$ cat src/rtl/vga_timing_pipe.sv
// VGA 640x480@60 timing generator with a pixel-tick-aligned delay line for
// sync/blank and a registered RGB output stage.
module vga_timing_pipe #(
  parameter int CLK_DIV     = 2,
  parameter int H_VISIBLE   = 640,
  parameter int H_FP        = 16,
  parameter int H_SYNC      = 96,
  parameter int H_BP        = 48,
  parameter int V_VISIBLE   = 480,
  parameter int V_FP        = 10,
  parameter int V_SYNC      = 2,
  parameter int V_BP        = 33,
  parameter int PIPE_STAGES = 2
) (
  input  logic       clk,
  input  logic       reset_n,
  output logic [9:0] DrawX,
  output logic [9:0] DrawY,
  output logic       pixel_tick,
  output logic       frame_start,
  input  logic [3:0] Red_in,
  input  logic [3:0] Green_in,
  input  logic [3:0] Blue_in,
  output logic       hs,
  output logic       vs,
  output logic       blank_n,
  output logic [3:0] Red,
  output logic [3:0] Green,
  output logic [3:0] Blue
);

  localparam int H_TOTAL = H_VISIBLE + H_FP + H_SYNC + H_BP;
  localparam int V_TOTAL = V_VISIBLE + V_FP + V_SYNC + V_BP;
  localparam int DW      = (CLK_DIV > 1) ? $clog2(CLK_DIV) : 1;

  localparam logic [DW-1:0] DIV_LAST = DW'(CLK_DIV - 1);
  localparam logic [9:0] H_LAST     = 10'(H_TOTAL - 1);
  localparam logic [9:0] V_LAST     = 10'(V_TOTAL - 1);
  localparam logic [9:0] H_VIS      = 10'(H_VISIBLE);
  localparam logic [9:0] V_VIS      = 10'(V_VISIBLE);
  localparam logic [9:0] HS_START   = 10'(H_VISIBLE + H_FP);
  localparam logic [9:0] HS_END     = 10'(H_VISIBLE + H_FP + H_SYNC);
  localparam logic [9:0] VS_START   = 10'(V_VISIBLE + V_FP);
  localparam logic [9:0] VS_END     = 10'(V_VISIBLE + V_FP + V_SYNC);

  logic [DW-1:0] div_cnt;
  logic [9:0]    hcnt;
  logic [9:0]    vcnt;
  logic          h_last;
  logic          v_last;
  logic          hs_raw;
  logic          vs_raw;
  logic          act_raw;
  logic          act_pre;
  logic [2:0]    pipe [PIPE_STAGES];

  assign pixel_tick  = (div_cnt == DIV_LAST);
  assign h_last      = (hcnt == H_LAST);
  assign v_last      = (vcnt == V_LAST);
  assign frame_start = pixel_tick && h_last && v_last;

  assign DrawX = hcnt;
  assign DrawY = vcnt;

  always_ff @(posedge clk or negedge reset_n) begin
    if (!reset_n) begin
      div_cnt <= '0;
    end else if (pixel_tick) begin
      div_cnt <= '0;
    end else begin
      div_cnt <= div_cnt + DW'(1);
    end
  end

  always_ff @(posedge clk or negedge reset_n) begin
    if (!reset_n) begin
      hcnt <= '0;
      vcnt <= '0;
    end else if (pixel_tick) begin
      if (h_last) begin
        hcnt <= '0;
        vcnt <= v_last ? '0 : vcnt + 10'd1;
      end else begin
        hcnt <= hcnt + 10'd1;
      end
    end
  end

  always_comb begin
    hs_raw  = !((hcnt >= HS_START) && (hcnt < HS_END));
    vs_raw  = !((vcnt >= VS_START) && (vcnt < VS_END));
    act_raw = (hcnt < H_VIS) && (vcnt < V_VIS);
  end

  // Stage 0 holds the decode of the coordinate issued on the previous tick;
  // the last stage drives the pins. Reset fill is the idle {hs,vs,blank_n}.
  always_ff @(posedge clk or negedge reset_n) begin
    if (!reset_n) begin
      for (int unsigned i = 0; i < PIPE_STAGES; i++) pipe[i] <= 3'b110;
    end else if (pixel_tick) begin
      pipe[0] <= {hs_raw, vs_raw, act_raw};
      for (int unsigned i = 1; i < PIPE_STAGES; i++) pipe[i] <= pipe[i-1];
    end
  end

  assign {hs, vs, blank_n} = pipe[PIPE_STAGES-1];

  // RGB gates on the act bit that moves into the last stage on this tick,
  // so the colour register and blank_n always update together.
  generate
    if (PIPE_STAGES == 1) begin : g_act_direct
      assign act_pre = act_raw;
    end else begin : g_act_piped
      assign act_pre = pipe[PIPE_STAGES-2][0];
    end
  endgenerate

  always_ff @(posedge clk or negedge reset_n) begin
    if (!reset_n) begin
      Red   <= '0;
      Green <= '0;
      Blue  <= '0;
    end else if (pixel_tick) begin
      Red   <= act_pre ? Red_in   : '0;
      Green <= act_pre ? Green_in : '0;
      Blue  <= act_pre ? Blue_in  : '0;
    end
  end

endmodule

$ cat config.mk
export PLATFORM = sky130hd
export DESIGN_NAME = vga_timing_pipe
export DESIGN_NICKNAME = d
export VERILOG_FILES = /design/src/rtl/vga_timing_pipe.sv
export SDC_FILE = /design/constraint.sdc
export NUM_CORES = 1
export LEC_CHECK = 0
export ABC_AREA = 1
export BUFFER_PORTS_ARGS = -buffer_cell sky130_fd_sc_hd__clkbuf_2
export CAP_MARGIN = 20
export CORE_MARGIN = 1.5
export CORE_UTILIZATION = 46
export DETAILED_ROUTE_END_ITERATION = 8
export HOLD_SLACK_MARGIN = 0.03
export PLACE_DENSITY = 0.83
export SLEW_MARGIN = 15
export SYNTH_ARGS = -nofsm -noshare
export SYNTH_HDL_FRONTEND = slang
export SYNTH_SLANG_ARGS = --single-unit
$ cat constraint.sdc
create_clock -name clk -period 3.4 [get_ports clk]
set_input_delay 0.68 -clock clk [delete_from_list [all_inputs] [get_ports clk]]
set_output_delay 0.68 -clock clk [all_outputs]
set_load 0.02 [all_outputs]
# Word level (Yosys, flattened, before mapping)
# Cells that the tools add are included.
[totals]
output_inout_bits = 37
mem_bits_rw = 0
inputBits = 14
elab_cells = 33
regBits = 39
mem_bits_ro = 0
memories = 0
latchBits = 0
[op_classes]
magnitude_cmp = 6
div_mod_pow = 0
reduce_logical = 8
shift = 0
mul = 0
eq_ne = 2
n_mux = 6
bitwise_logic = 0
addsub = 3
[ops]
columns = ["op", "n"]
rows = [
  ["adder 10 x 1 -> 10 bit, second input constant", 2],
  ["== test 10 bit, second input constant", 2],
  ["< comparator 10 bit, second input constant", 2],
  ["< comparator 10 x 9 -> 1 bit, second input constant", 2],
  ["two-way mux 10 bit", 2],
  ["two-way mux 4 bit", 3],
  ["greater-or-equal comparator 10 bit, second input constant", 1],
  ["greater-or-equal comparator 10 x 9 -> 1 bit, second input constant", 1],
  ["logical AND 1 bit", 5],
  ["logical NOT 1 bit", 2],
  ["AND reduction 2 bit", 1],
  ["adder 1 bit, second input constant", 1],
  ["two-way mux 1 bit", 1],
]

# Depth between registers and ports, before layout
# Gate-level depths: netlist of run 1.
[depth]
ltp_word = 3
depth_mapped = 9
depth_no_buf = 9

# Worst setup path before layout of run 1
# OpenSTA, ideal clock, no wires.
[synth_timing]
kind = "register to output"
start = "register hcnt[1], in the netlist DrawX[1]"
end = "output frame_start"
required_ns = 2.720
path_stages_with_launch = 7
setup_slack_ns = 1.271
n_path_buf = 1
arrival_time_ns = 1.449
cell_sequence = "dfrtp_1 > ha_1 > nand2_2 > nor2_4 > nand4_4 > buf_6 > nor2_2"
[synth_via]
elab_chain_cells = 3
[synth_lines]
columns = ["item", "line_no", "text"]
rows = [
  ["start: declaration", "47", "logic [9:0] hcnt;"],
  ["start signal: assignment", "84", "hcnt <= hcnt + 10'd1;"],
  ["== test 10 bit", "58", "assign h_last = (hcnt == H_LAST);"],
  ["logical AND 1 bit (2 in a row)", "60", "assign frame_start = pixel_tick && h_last && v_last;"],
  ["end: declaration", "20", "output logic frame_start,"],
]
# No other way between the ends.

# Worst setup path after layout of run 1
# Same ends and word-level chain as after synthesis.

==> flow_metrics.tcl, run 1 <==
set metrics [dict create \
    drt_pass1_iterations 4 \
    cts_tree "built" \
    worstMarginPinSlew_ps 436 \
    setup.worst_path.class "flop to output port" \
    ant_nets 0 \
    post-route-min-period_ps 2450 \
    ys_seq_area_share_pct 48.7 \
    start_util_pct 48.9 \
    num_io_pins 51 \
    cts_sinks 39 \
    cts_setup_buffers 0 \
    grt_pass1_vias 1692 \
    hold_slack_ps 282 \
    portBuffers 50 \
    synthDistinctLibCells 31 \
    die-area_sq_mm 0.00478 \
    post-route-util_pct 58.0 \
    wl_per_cell_um 12.2 \
    crit_path_start_kind "flop" \
    crit_fanout 19 \
    drc 0 \
    cp.arrival_ps 1770 \
    finalHoldViolCount 0 \
    cts.clk_slew.worst_paths_ps 70 \
    fill_cells 399 \
    crit_chain "ha_1 > nand2_2 > nor2_4 > nand4_4 > nor2_2 > clkbuf_2" \
    hpwl_um 3000 \
    numCtsBuffers 5 \
    hold_class "input pin to async pin" \
    drv_slew 0 \
    gr-total-overflow 0 \
    slew_headroom_pct 71.0 \
    area_delta_synth_final_pct 18.6 \
    cp.required_ps 2720 \
    synthCells 244 \
    syn_area_per_cell_sq_um 8.25 \
    grt_max_degree 40 \
    cpMaxStageDelayCell "dfrtp_1" \
    num_vias 1730 \
    endpoint_kind "output port" \
    cellPowerDensity_mw_per_mm2 350 \
    clk_path_buf_depth 2 \
    diodes 0 \
    nNetsFinal 313 \
    drt_iter0_drc 102 \
    antenna_found_initial 0 \
    grt.total_usage_pct 19.3 \
    vias_per_cell 5.01 \
    p_leak_uw 0.00122 \
    core_area_sq_mm 0.00412 \
    fp.dieH_um 69.2 \
    maxCapViolCount 0 \
    gp_congestion 0.858 \
    core.rowCount 23 \
    outcome "complete, no violations" \
    syn-num-nets 263 \
    die_width_um 69.2 \
    insertion_delay_ps 290 \
    netlist_area_sq_mm 0.00201 \
    ys_seq_elements 39 \
    vdd_ir_drop_max_uv 174 \
    yosys_warnings 0 \
    cts-htree-levels 2 \
    root_buffer "clkbuf_8" \
    drive_gt1_share_pct 27.1 \
    postCtsHoldBufs 0 \
    totalWireLength_um 4220 \
    setup_viol 0 \
    rsz0062_at_grt "false" \
    grt_first_pass_wirelength_um 7480 \
    finClkSkew_ps 5.67 \
    cts_resized 0 \
    fmax_ghz 0.408 \
    slowest_delay_ps 410 \
    tns_ps 0 \
    fin_crit_sh_pct 72.0 \
]
## critical path, delay by kind of cell, from the launching register on
kind	cells	cell delay, ps
adders and majority gates	1	210
buffers and inverters	1	170
DFF	1	410
and+or+nand+nor	4	690
## routing by layer
metal  share of wire (%)  global-route usage, %
met5                   0                      0
met4                 1.8                   7.19
met3                 3.8                   3.36
met2                  50                   33.2
met1                  45                   24.2
## power by group
part | internal, uW | switching [uW]
Combinational | 15.7 | 26.5
Clock | 164 | 156
Sequential | 471 | 3.60
Total | 650 | 187
## cells by family after synthesis
kind of cell	Yosys count	synth area share, %
DFF	39	48.7
xor gates and xnor gates	4	1.74
AOI/OAI and AO/OA	18	4.72
buffers and inverters	36	7.96
adders and majority gates	5	3.11
and+or+nand+nor	142	33.7
## Yosys cell counts
master	count	share of area [%]
nor4_1	1	0.31
inv_1	25	4.7
nand2_1	69	13
ha_1	5	3.1
buf_6	1	0.56
nand3_1	24	6.0
nand4_2	1	0.62
nand4_4	1	1.1
nand4_1	6	1.9
o21ai_0	7	1.7
buf_2	4	0.99
nor2_1	20	3.7
a31oi_1	2	0.62
clkbuf_8	1	0.68
inv_4	1	0.31
dfstp_2	4	5.2
nand2_2	1	0.31
inv_2	1	0.19
a211oi_1	1	0.37
a21oi_1	2	0.50
nor3_1	6	1.5
dfrtp_1	35	44
or2_2	2	0.62
o21ai_1	6	1.5
nand3b_1	1	0.37
xor2_1	3	1.3
nor2_4	5	2.8
nand3_2	1	0.50
clkbuf_1	3	0.56
xnor2_1	1	0.44
nor2_2	4	1.2
## area by class of cell
class / instances / area [sq um] / share of cell area (%)
Timing Repair Buffer: 52 / 278 / 11.6
Sequential cell: 39 / 981 / 41.1
Tap cell: 50 / 62.6 / 2.62
Inverter: 27 / 104 / 4.35
Clock inverter: 1 / 5.00 / 0.210
Multi-Input combinational cell: 169 / 872 / 36.5
Clock buffer: 7 / 86.3 / 3.61
## path summary, 6_finish.rpt
kind | end | depth (start not counted) | slack, ps | startpoint
worst max-delay path | frame_start | 6 | 950 | DrawX[1]
worst min-delay path | DrawY[1] | 1 | 280 | reset_n
worst max register to register | DrawX[8] | 9 | 1840 | pixel_tick
worst min register to register | hs | 2 | 460 | pipe[5]
max in group asynchronous | pipe[5] | 2 | 2580 | reset_n
min in group clk | hs | 2 | 460 | pipe[5]
## flip-flops by register name, summed over array words and instances, names as in the netlist
signal and flops:
Blue 4, DrawX 10, DrawY 10, Green 4, Red 4, act_pre 1, blank_n 1, hs 1
pipe 2, pixel_tick 1, vs 1
## stage by stage
| stage | power [uW] | setup WS [ps] | instances | instance area, sq um |
|---|---|---|---|---|
| 6_report | 837 | 951 | 345 | 2390 |
| 5_1_grt | 871 | 797 | 345 | 2390 |
| 4_1_cts | 847 | 938 | 344 | 2370 |
| 3_5_place_dp | 525 | 1270 | 336 | 2280 |
| 3_3_place_gp | 523 | 1340 | 336 | 2280 |
| 2_1_floorplan | 499 | 1270 | 244 | 2010 |
## cell usage in the layout (no fill, tap or decap)
cell type,n
buf_4,1
inv_1,25
nor2_4,5
clkbuf_1,1
nand2_2,1
or2_2,2
nand4_2,1
inv_2,1
nand3_2,1
a31oi_1,2
xor2_1,3
clkbuf_8,6
nand4_1,6
nor4_1,1
inv_4,1
nor2_1,20
ha_1,5
dfstp_2,4
nand2_1,69
nand3b_1,1
a211oi_1,1
clkbuf_2,50
nor3_1,6
nand4_4,1
a21oi_1,2
nand3_1,24
clkinv_2,1
buf_12,1
o21ai_1,6
nor2_2,4
dfrtp_1,35
o21ai_0,7
xnor2_1,1
No activity file was read; power rests on OpenSTA's default activity.
==> run 2: changes to the inputs <==
==> constraint.sdc (replaced) <==
create_clock -name clk -period 2.42 [get_ports clk]
set_input_delay 0.484 -clock clk [delete_from_list [all_inputs] [get_ports clk]]
set_output_delay 0.484 -clock clk [all_outputs]
set_load 0.02 [all_outputs]
==> run 2 against run 1 <==
Register-to-register slack got worse by 990 ps. Largest cell class unchanged. Flip-flop and latch count did not move. Clock power rose by 100%. First-iteration DRC count fell by 34%. Cell count rose by 0.29%. Worst setup slack got worse by 700 ps. Sequential share of layout area fell by 0.61 points. Final area rose by 1.5%. Wire length fell by 1.7%. Highest routed layer unchanged. Clock skew rose by 1.8 ps.
==> flow_metrics.tcl, run 2 (synthesized netlist as in run 1, its figures left out) <==
set metrics [dict create \
    outcome "complete, no violations" \
    drt_pass1_iterations 4 \
    tns_ps 0 \
    gr-total-overflow 0 \
    cp.required_ps 1940 \
    ant_nets 0 \
    cts_tree "built" \
    final-instance-count-excl-fill 346 \
    setup.worst_path.class "flop to output port" \
    die_width_um 69.2 \
    cpMaxStageDelayCell "dfrtp_1" \
    r2r_slack_ps 850 \
    cts_setup_buffers 0 \
    post-route-min-period_ps 2170 \
    num_io_pins 51 \
    grt_pass1_vias 1582 \
    reg2reg_depth 7 \
    finalHoldViolCount 0 \
    crit_fanout 6 \
    root_buffer "clkbuf_8" \
    fp.dieH_um 69.2 \
    gp_congestion 0.870 \
    layout_commonest_cell "nand2_1" \
    endpoint_kind "output port" \
    wl_per_cell_um 12.0 \
    diodes 0 \
    insertion_delay_ps 300 \
    totalWireLength_um 4150 \
    postCtsHoldBufs 0 \
    area_delta_synth_final_pct 20.4 \
    vias_per_cell 5.03 \
    slowest_delay_ps 440 \
    r2r-end "DrawY[7]" \
    post-route-util_pct 58.9 \
    core.rowCount 23 \
    cts.clk_slew.worst_paths_ps 70 \
    numCtsBuffers 5 \
    start_util_pct 48.9 \
    fin_crit_sh_pct 89.6 \
    fmax_ghz 0.461 \
    vdd_ir_drop_max_uv 315 \
    drt_iter0_drc 67 \
    final_cell_mix "nand2_1, clkbuf_2, dfrtp_1" \
    cts_resized 0 \
    crit_chain "inv_1 > ha_1 > inv_1 > nor4_1 > nand4_1 > nor2_2 > clkbuf_2" \
    place_inst 338 \
    antenna_found_initial 0 \
    p_leak_uw 0.00124 \
    worstMarginPinSlew_ps 500 \
    nNetsFinal 314 \
    cellPowerDensity_mw_per_mm2 562 \
    drv_slew 0 \
    slew_headroom_pct 66.6 \
    hold_class "input pin to async pin" \
    worstReg2RegStart "DrawX[1]" \
    portBuffers 50 \
    core_area_sq_mm 0.00412 \
    cp.arrival_ps 1680 \
    clk_path_buf_depth 2 \
    crit_top_cell "inv_1" \
    crit_path_start_kind "flop" \
    drc 0 \
    die-area_sq_mm 0.00478 \
    hpwl_um 3000 \
    grt.total_usage_pct 18.5 \
    num_vias 1742 \
    fill_cells 382 \
    startpoint "DrawY[0]" \
    rsz0062_at_grt "false" \
    endpoint "frame_start" \
    cts-htree-levels 2 \
    grt_first_pass_wirelength_um 7020 \
    cts_sinks 39 \
    drive_gt1_share_pct 27.4 \
    grt_max_degree 40 \
    finClkSkew_ps 7.44 \
    setup_viol 0 \
    maxCapViolCount 0 \
]
run 2: cell types whose count changed in the layout (fill, tap and decap cells not counted), sizes merged:
cell	previous run	this run
clkinv	1	0
bufinv	0	2
clkbuf	57	56
buf	2	3
run 2: worst min path at each step:
stage / cells after the start / end / from / slack, ps
after global placement: 2 / hs / hs / 450
after floorplan: 0 / Blue[0] / reset_n / 190
final: 2 / Green[3] / reset_n / 220
after global routing: 2 / DrawY[1] / reset_n / 270
after CTS: 2 / Green[1] / reset_n / 240
after detailed placement: 2 / hs / hs / 460
run 2: critical path, delay by kind of cell (launching register included):
family        cells  cell delay (ps)
simple gates      3              450
flops             1              440
buf+inv           3              350
fa+ha+maj         1              150
run 2: layer usage:
layer	wire length (um)	share of wire (%)	up-vias	global-route usage, %
met2	2030	49	45	30.7
met3	196	4.7	7	5.12
met5	0	0	-	0
met4	67	1.6	0	7.41
met1	1850	45	806	22.8
li1	-	-	884	-
run 2: layout make-up:
class	instances	area (sq um)	share of cell area, %
Multi-Input combinational cell	169	872	36.0
Sequential cell	39	981	40.5
Inverter	27	104	4.28
Tap cell	50	62.6	2.58
Timing Repair Buffer	53	273	11.2
Clock inverter	2	60.1	2.48
Clock buffer	6	72.6	2.99
run 2: where the power goes:
part | total [uW] | switching (uW) | internal, uW | leakage, uW
registers | 667 | 5.18 | 662 | 0.000478
clock network | 640 | 228 | 412 | 0.0000654
logic | 56.2 | 36.4 | 19.8 | 0.000694
total | 1360 | 270 | 1090 | 0.00124
run 2: through the flow:
step                hold WS (ps)  cell area, sq um  power, uW  worst slack [ps]
floorplan                    188              2010        701               487
global placement             453              2290        736               611
detailed placement           457              2290        737               550
CTS                          241              2420       1380               222
global route                 269              2420       1420              52.9
finish                       225              2420       1360               252
==> run 3: changes to the inputs <==
--- a/config.mk
+++ b/config.mk
@@ -8,7 +8,6 @@
 export ABC_AREA = 1
 export BUFFER_PORTS_ARGS = -buffer_cell sky130_fd_sc_hd__clkbuf_2
 export CAP_MARGIN = 20
-export CORE_MARGIN = 1.5
 export CORE_UTILIZATION = 46
 export DETAILED_ROUTE_END_ITERATION = 8
 export HOLD_SLACK_MARGIN = 0.03
==> constraint.sdc (replaced) <==
create_clock -name clk -period 2.7 [get_ports clk]
set_input_delay 0.54 -clock clk [delete_from_list [all_inputs] [get_ports clk]]
set_output_delay 0.54 -clock clk [all_outputs]
set_load 0.02 [all_outputs]
==> run 3 against run 2 <==
Clock skew decreased by 3.7 ps. Clock power down 38%. Final area shrank 2.4%. Count of clock-buffer cells in the layout down 1. Worst hold slack better by 150 ps. Register-to-register slack better by 240 ps. Sequential power fell by 10%. Non-clock buffer count is 2 lower. Power is 24% lower. Largest power group unchanged. Highest routed layer unchanged.
==> flow_metrics.tcl, run 3 (synthesized netlist as in run 1, its figures left out) <==
set metrics [dict create \
    outcome "complete, no violations" \
    drive_gt1_share_pct 27.2 \
    vdd_ir_drop_max_uv 198 \
    setup.worst_path.class "flop to output port" \
    gp_congestion 0.824 \
    endpoint_kind "output port" \
    cp.required_ps 2160 \
    layout_commonest_cell "nand2_1" \
    fin_crit_sh_pct 85.4 \
    totalWireLength_um 4170 \
    tns_ps 0 \
    cellPowerDensity_mw_per_mm2 441 \
    die-area_sq_mm 0.00465 \
    grt_max_degree 40 \
    diodes 0 \
    worstMarginPinSlew_ps 947 \
    vias_per_cell 5.03 \
    worstReg2RegStart "pixel_tick" \
    wl_per_cell_um 12.1 \
    numCtsBuffers 5 \
    post-route-min-period_ps 2310 \
    insertion_delay_ps 300 \
    slew_headroom_pct 36.9 \
    cts_tree "built" \
    drt_iter0_drc 82 \
    rsz0062_at_grt "false" \
    core_area_sq_mm 0.00409 \
    grt.total_usage_pct 19.9 \
    fmax_ghz 0.434 \
    cts-htree-levels 2 \
    nNetsFinal 312 \
    final_cell_mix "nand2_1, clkbuf_2, dfrtp_1" \
    fp.dieH_um 68.2 \
    cts.clk_slew.worst_paths_ps 80 \
    r2r_slack_ps 1090 \
    start_util_pct 49.3 \
    postCtsHoldBufs 0 \
    drv_slew 0 \
    crit_path_start_kind "flop" \
    die_width_um 68.2 \
    num_vias 1732 \
    grt_first_pass_wirelength_um 6760 \
    hold_class "input pin to async pin" \
    core.rowCount 23 \
    fin_area_sq_mm 0.00237 \
    cts_resized 0 \
    ant_nets 0 \
    startpoint "DrawX[0]" \
    root_buffer "clkbuf_8" \
    portBuffers 50 \
    clk_path_buf_depth 2 \
    grt_pass1_vias 1525 \
    finalHoldViolCount 0 \
    drc 0 \
    drt_pass1_iterations 4 \
    place_area_sq_mm 0.00228 \
    crit_fanout 19 \
    gr-total-overflow 0 \
    area_delta_synth_final_pct 17.5 \
    maxCapViolCount 0 \
    p_leak_uw 0.00120 \
    cts_setup_buffers 0 \
    cp.arrival_ps 1770 \
    setup_viol 0 \
    cts_sinks 39 \
    hpwl_um 3010 \
    finClkSkew_ps 3.76 \
    num_io_pins 51 \
    reg2reg_depth 9 \
    antenna_found_initial 0 \
    post-route-util_pct 57.9 \
]
==> run 3: final cells by class <==
cell class / instances / area, sq um
clock buffers: 5 / 68.8
clock inverters: 3 / 20.0
fillers: 368 / 1720
inverters: 27 / 104
multi-input cells: 169 / 872
flip-flops and latches: 39 / 981
well taps: 50 / 62.6
repair buffers: 51 / 258
==> run 3: stage by stage <==
stage	hold WS (ps)	worst slack, ps	power [uW]	cells
floorplan	244	711	628	244
global placement	451	787	659	336
detailed placement	452	703	660	336
CTS	419	367	1060	344
global route	455	251	1080	344
finish	377	393	1040	344
==> run 3: final timing paths <==
check                         endpoint
min in group clk                    hs
hold / removal                 Blue[1]
setup reg to reg              DrawX[8]
max in group asynchronous      Blue[3]
hold reg to reg                     hs
setup / recovery           frame_start
==> run 3: worst max-delay path, stage by stage, from the launching register on <==
cell      delay, ps
dfrtp_1         400
ha_1            200
nand2_2         100
nor2_4          150
nand4_4         270
nor2_2          180
clkbuf_2        170
==> run 3: layer usage <==
layer / wire length [um] / GRT usage [%]
met5: 0 / 0
met1: 1830 / 25.5
met3: 171 / 5.50
met2: 2110 / 32.0
met4: 55 / 7.29
==> run 3: report_power, final <==
part | switching, uW | internal, uW
logic | 32.5 | 16.8
clock network | 216 | 180
registers | 4.78 | 593
